==> src/rtl/car_motion_ctrl.sv <==
// Elevator car motion FSM: travels one floor per FLOOR_TICKS cycles toward the
// comparator's verdict, opens the door on arrival, and flags illegal results/limits.
module car_motion_ctrl #(
  parameter int FLOOR_TICKS = 4,
  parameter int DOOR_TICKS  = 3
) (
  input  logic       clk,
  input  logic       rst,
  input  logic       req_valid,
  input  logic [2:0] result,
  input  logic       door_hold,
  output logic [2:0] now,
  output logic       moving_up,
  output logic       moving_down,
  output logic       door_open,
  output logic       arrived,
  output logic       fault
);
  localparam int TW = (FLOOR_TICKS > 1) ? $clog2(FLOOR_TICKS) : 1;
  localparam int DW = (DOOR_TICKS  > 1) ? $clog2(DOOR_TICKS)  : 1;
  localparam logic [TW-1:0] T_LAST = TW'(FLOOR_TICKS - 1);
  localparam logic [TW-1:0] T_ONE  = TW'(1);
  localparam logic [DW-1:0] D_LOAD = DW'(DOOR_TICKS - 1);
  localparam logic [DW-1:0] D_ONE  = DW'(1);
  localparam logic [2:0]    R_UP   = 3'b100;
  localparam logic [2:0]    R_EQ   = 3'b010;
  localparam logic [2:0]    R_DN   = 3'b001;

  typedef enum logic [1:0] {IDLE, MOVE_UP, MOVE_DOWN, DOOR_OPEN} state_t;

  state_t        state, state_nx;
  logic [2:0]    now_nx;
  logic [TW-1:0] ttmr, ttmr_nx;
  logic [DW-1:0] dtmr, dtmr_nx;
  logic          fchk, fchk_nx;   // car is sitting at a floor awaiting a decision
  logic          arr_nx, flt_nx;

  always_ff @(posedge clk) begin
    if (rst) begin
      state   <= IDLE;
      now     <= '0;
      ttmr    <= '0;
      dtmr    <= '0;
      fchk    <= 1'b0;
      arrived <= 1'b0;
      fault   <= 1'b0;
    end else begin
      state   <= state_nx;
      now     <= now_nx;
      ttmr    <= ttmr_nx;
      dtmr    <= dtmr_nx;
      fchk    <= fchk_nx;
      arrived <= arr_nx;
      fault   <= flt_nx;
    end
  end

  always_comb begin
    state_nx = state;
    now_nx   = now;
    ttmr_nx  = ttmr;
    dtmr_nx  = dtmr;
    fchk_nx  = fchk;
    arr_nx   = 1'b0;
    flt_nx   = 1'b0;
    case (state)
      IDLE: begin
        if (req_valid) begin
          case (result)
            R_UP: begin
              if (now == 3'd7) flt_nx = 1'b1;
              else begin
                state_nx = MOVE_UP;
                ttmr_nx  = '0;
                fchk_nx  = 1'b1;
              end
            end
            R_DN: begin
              if (now == 3'd0) flt_nx = 1'b1;
              else begin
                state_nx = MOVE_DOWN;
                ttmr_nx  = '0;
                fchk_nx  = 1'b1;
              end
            end
            R_EQ: begin
              state_nx = DOOR_OPEN;
              dtmr_nx  = D_LOAD;
              arr_nx   = 1'b1;
            end
            default: flt_nx = 1'b1;
          endcase
        end
      end
      MOVE_UP, MOVE_DOWN: begin
        if (fchk && ttmr == '0) begin
          fchk_nx = 1'b0;
          if (!req_valid) state_nx = IDLE;
          else begin
            case (result)
              R_EQ: begin
                state_nx = DOOR_OPEN;
                dtmr_nx  = D_LOAD;
                arr_nx   = 1'b1;
              end
              R_UP: begin
                if (state == MOVE_DOWN) state_nx = IDLE;
                else if (now == 3'd7) begin
                  state_nx = IDLE;
                  flt_nx   = 1'b1;
                end else ttmr_nx = ttmr + T_ONE;
              end
              R_DN: begin
                if (state == MOVE_UP) state_nx = IDLE;
                else if (now == 3'd0) begin
                  state_nx = IDLE;
                  flt_nx   = 1'b1;
                end else ttmr_nx = ttmr + T_ONE;
              end
              default: begin
                state_nx = IDLE;
                flt_nx   = 1'b1;
              end
            endcase
          end
        end else if (ttmr == T_LAST) begin
          // limits were vetted at the floor check, so this step cannot wrap
          now_nx  = (state == MOVE_UP) ? now + 3'd1 : now - 3'd1;
          ttmr_nx = '0;
          fchk_nx = 1'b1;
        end else begin
          ttmr_nx = ttmr + T_ONE;
        end
      end
      DOOR_OPEN: begin
        if (door_hold)       dtmr_nx  = D_LOAD;
        else if (dtmr == '0) state_nx = IDLE;
        else                 dtmr_nx  = dtmr - D_ONE;
      end
      default: state_nx = IDLE;
    endcase
  end

  assign moving_up   = (state == MOVE_UP);
  assign moving_down = (state == MOVE_DOWN);
  assign door_open   = (state == DOOR_OPEN);

endmodule

==> config.mk <==
export PLATFORM = sky130hd
export DESIGN_NAME = car_motion_ctrl
export DESIGN_NICKNAME = d
export VERILOG_FILES = /design/src/rtl/car_motion_ctrl.sv
export SDC_FILE = /design/constraint.sdc
export NUM_CORES = 1
export LEC_CHECK = 0
export BUFFER_PORTS_ARGS = -buffer_cell sky130_fd_sc_hd__buf_4
export CORE_UTILIZATION = 58
export CTS_CLUSTER_DIAMETER = 50
export DETAILED_ROUTE_END_ITERATION = 6
export GPL_ROUTABILITY_DRIVEN = 0
export PLACE_DENSITY = 0.84
export SLEW_MARGIN = 20
export SYNTH_ARGS = -nofsm -noshare
export SYNTH_HDL_FRONTEND = slang
export SYNTH_SLANG_ARGS = --single-unit
==> constraint.sdc <==
create_clock -name clk -period 5.5 [get_ports clk]
set_input_delay 0.825 -clock clk [delete_from_list [all_inputs] [get_ports clk]]
set_output_delay 0.825 -clock clk [all_outputs]
set_load 0.02 [all_outputs]
==> flow_summary.ini <==
[outcome]
outcome = complete, no violations

[synth]
synth.top_cell.area_share_pct = 27.0
yosys.area.top_type = dfxtp_1
ys_top_cells_by_count = 12 x dfxtp_1, 9 x inv_1, 9 x nand2_1, 9 x nor2_1, 8 x ha_1
ys_seq_area_share_pct = 27.0
ys_ff_latch = 12
synth_area_leaders = dfxtp_1 27%, ha_1 11%, inv_1 3.8%
ys_types = 39
netlist_instances = 111
synth_edf_count = 0
yosysWarnings = 0
synthesis.nets = 127
yosysMostFrequentCell = dfxtp_1
netlist_area_um2 = 888
avgSynthCellArea_um2 = 8.00
ys.flop_type = dfxtp_1
synthArstFlopShare_pct = 0

[min_path]
holdPathStages = 2
min-delay-start = dtmr[0]$_SDFFE_PP0P_
hold_end = dtmr[0]$_SDFFE_PP0P_
min_path_type = reg -> reg

[global_routing]
grt_pass1_vias = 751
overflow = 0
antenna_found_initial = 0
grt_max_degree = 15
grt_pass1_wl_mm = 3.11
grt_use_total_pct = 28.6

[setup_path]
path_class = reg -> out
cpPeakStageDelay_ns = 0.34
r2r-end = now[2]$_SDFFE_PP0P_
cp_data_arrival_time_ns = 1.28
reg2reg_from = state[1]$_SDFFE_PP0P_
crit_required_ns = 4.68
reg2reg_slack_ns = 3.54
cp_cell_sequence = inv_1 > ha_1 > buf_4
startpoint_type = flip-flop
critPathCaptureType = output port
crit_start = state[1]$_SDFFE_PP0P_
critPathSlowestCell = dfxtp_1
r2r_cells = 7
crit_fanout = 6

[placement]
port_buffers = 14
hpwl_mm = 1.49
dpl_cell_area_um2 = 1000

[cells_and_area]
multi_input_area_um2 = 607
stdcell_area_um2 = 1040
register_area_um2 = 240
layout.nets = 144
drive_above_1_share_pct = 15.0
antenna_cells = 0
area_delta_synth_final_pct = 17.2
fill_cells = 115
final_util_pct = 76.2

[clock_network]
cts_setup_buffers = 0
cts_buffer_depth = 2
cts_htree_levels = 1
clkLatencyLatePin_ns = 0.29
cts_buffers = 3
cts_tree = done
post_cts_resized = 0
cts_sinks = 12
clk_pin_slew_ns = 0.09
clockRootBuffer = clkbuf_4
postCtsHoldBufs = 0

[timing]
hold_ws_ns = 0.502
rsz0062_at_grt = no
timing.final.crit_share_pct = 38.3
hold_viol = 0
finalClockSkew_ns = 0.00708
drv_slew = 0
fmax_mhz = 475
fin_crit_ns = 2.10
slew_headroom_pct = 71.8
worst_slew_pin_slew_ns = 0.421
setup_violations = 0
tns_ns = 0

[die]
die_w_um = 41.1
initial_core_util_pct = 65.0
die-area_um2 = 1690
dieHeight_um = 41.1
rows = 13
coreArea_um2 = 1370
ios = 15

[detailed_routing]
routed_wl_mm = 2.09
antenna_left = 0
drc = 0
routedWlPerCell_um = 14.7
drt_iter0_markers = 69
via_per_inst = 6.29
dr.pass1.iters = 4
via_count = 893

[power]
totalPowerFinal_w = 0.000259
ir_drop_uv = 149
power-per-cell-area_nw_per_um2 = 249
p_leak_nw = 0.430

[run]
max_cap_violations = 0
flip-flops by register name (all words and copies together) (netlist names):
signal / flops
ttmr: 2
dtmr: 2
state: 2
now: 3
fault: 1
fchk: 1
arrived: 1
kinds of logic (layout without fill, tap and decap cells):
group	after synthesis	in the layout	synth area share (%)
AND/OR/NAND/NOR	45	45	28.0
AO/OA/AOI/OAI	31	31	23.7
flip-flops	12	12	27.0
buffers and inverters	11	27	4.65
adder cells (fa/ha/maj)	9	9	13.5
XOR/XNOR	2	2	1.97
multiplexers	1	1	1.13
how the worst max path moves through the flow:
| stage | to | slack, ns | depth (start not counted) |
|---|---|---|---|
| after floorplan | state[1]$_SDFFE_PP0P_ | 3.48 | 5 |
| after global placement | state[1]$_SDFFE_PP0P_ | 3.29 | 6 |
| after detailed placement | state[1]$_SDFFE_PP0P_ | 3.25 | 6 |
| after CTS | moving_up | 3.42 | 3 |
| after global routing | moving_up | 3.33 | 3 |
| final | moving_up | 3.40 | 3 |
power by group:
group	switching, W	internal, W
Clock	0.0000364	0.0000403
Combinational	0.0000521	0.0000339
Sequential	0.00000381	0.0000927
Total	0.0000923	0.000167
worst max-delay path, delay by kind of cell (launching register included):
family,cells,cell delay (ns)
DFF,1,0.34
adders and majority gates,1,0.33
buffers and inverters,2,0.32
metrics by stage:
step           cells  setup slack, ns
2_1_floorplan    111             3.48
3_5_place_dp     138             3.25
3_3_place_gp     138             3.29
4_1_cts          142             3.42
5_1_grt          142             3.33
6_report         142             3.40
cells in the final DEF, fill, tap and decap left out, drive strengths merged, types with 2 or more instances in the layout:
cell / count
a211oi: 2
buf: 14
clkbuf: 4
or3: 3
nor4b: 2
o21ai: 7
nand2b: 5
a21oi: 6
xor2: 2
o31ai: 4
nand2: 9
nor2b: 4
ha: 8
inv: 9
nor2: 9
a211o: 2
a311oi: 2
nand3: 4
dfxtp: 12
layout make-up:
type,instances,share of cell area [%]
Sequential cell,12,23.1
Timing Repair Buffer,14,10.1
Multi-Input combinational cell,88,58.3
Clock buffer,4,3.49
Tap cell,15,1.80
Inverter,9,3.25
metal layers:
metal / vias up / global-route usage [%] / wire length (um)
li1: 436 / - / -
met1: 401 / 32.6 / 910
met2: 53 / 49.2 / 972
met3: 3 / 6.52 / 197
met4: 0 / 14.5 / 12
met5: - / 0 / 0
Power figures use the tool's default switching activity.
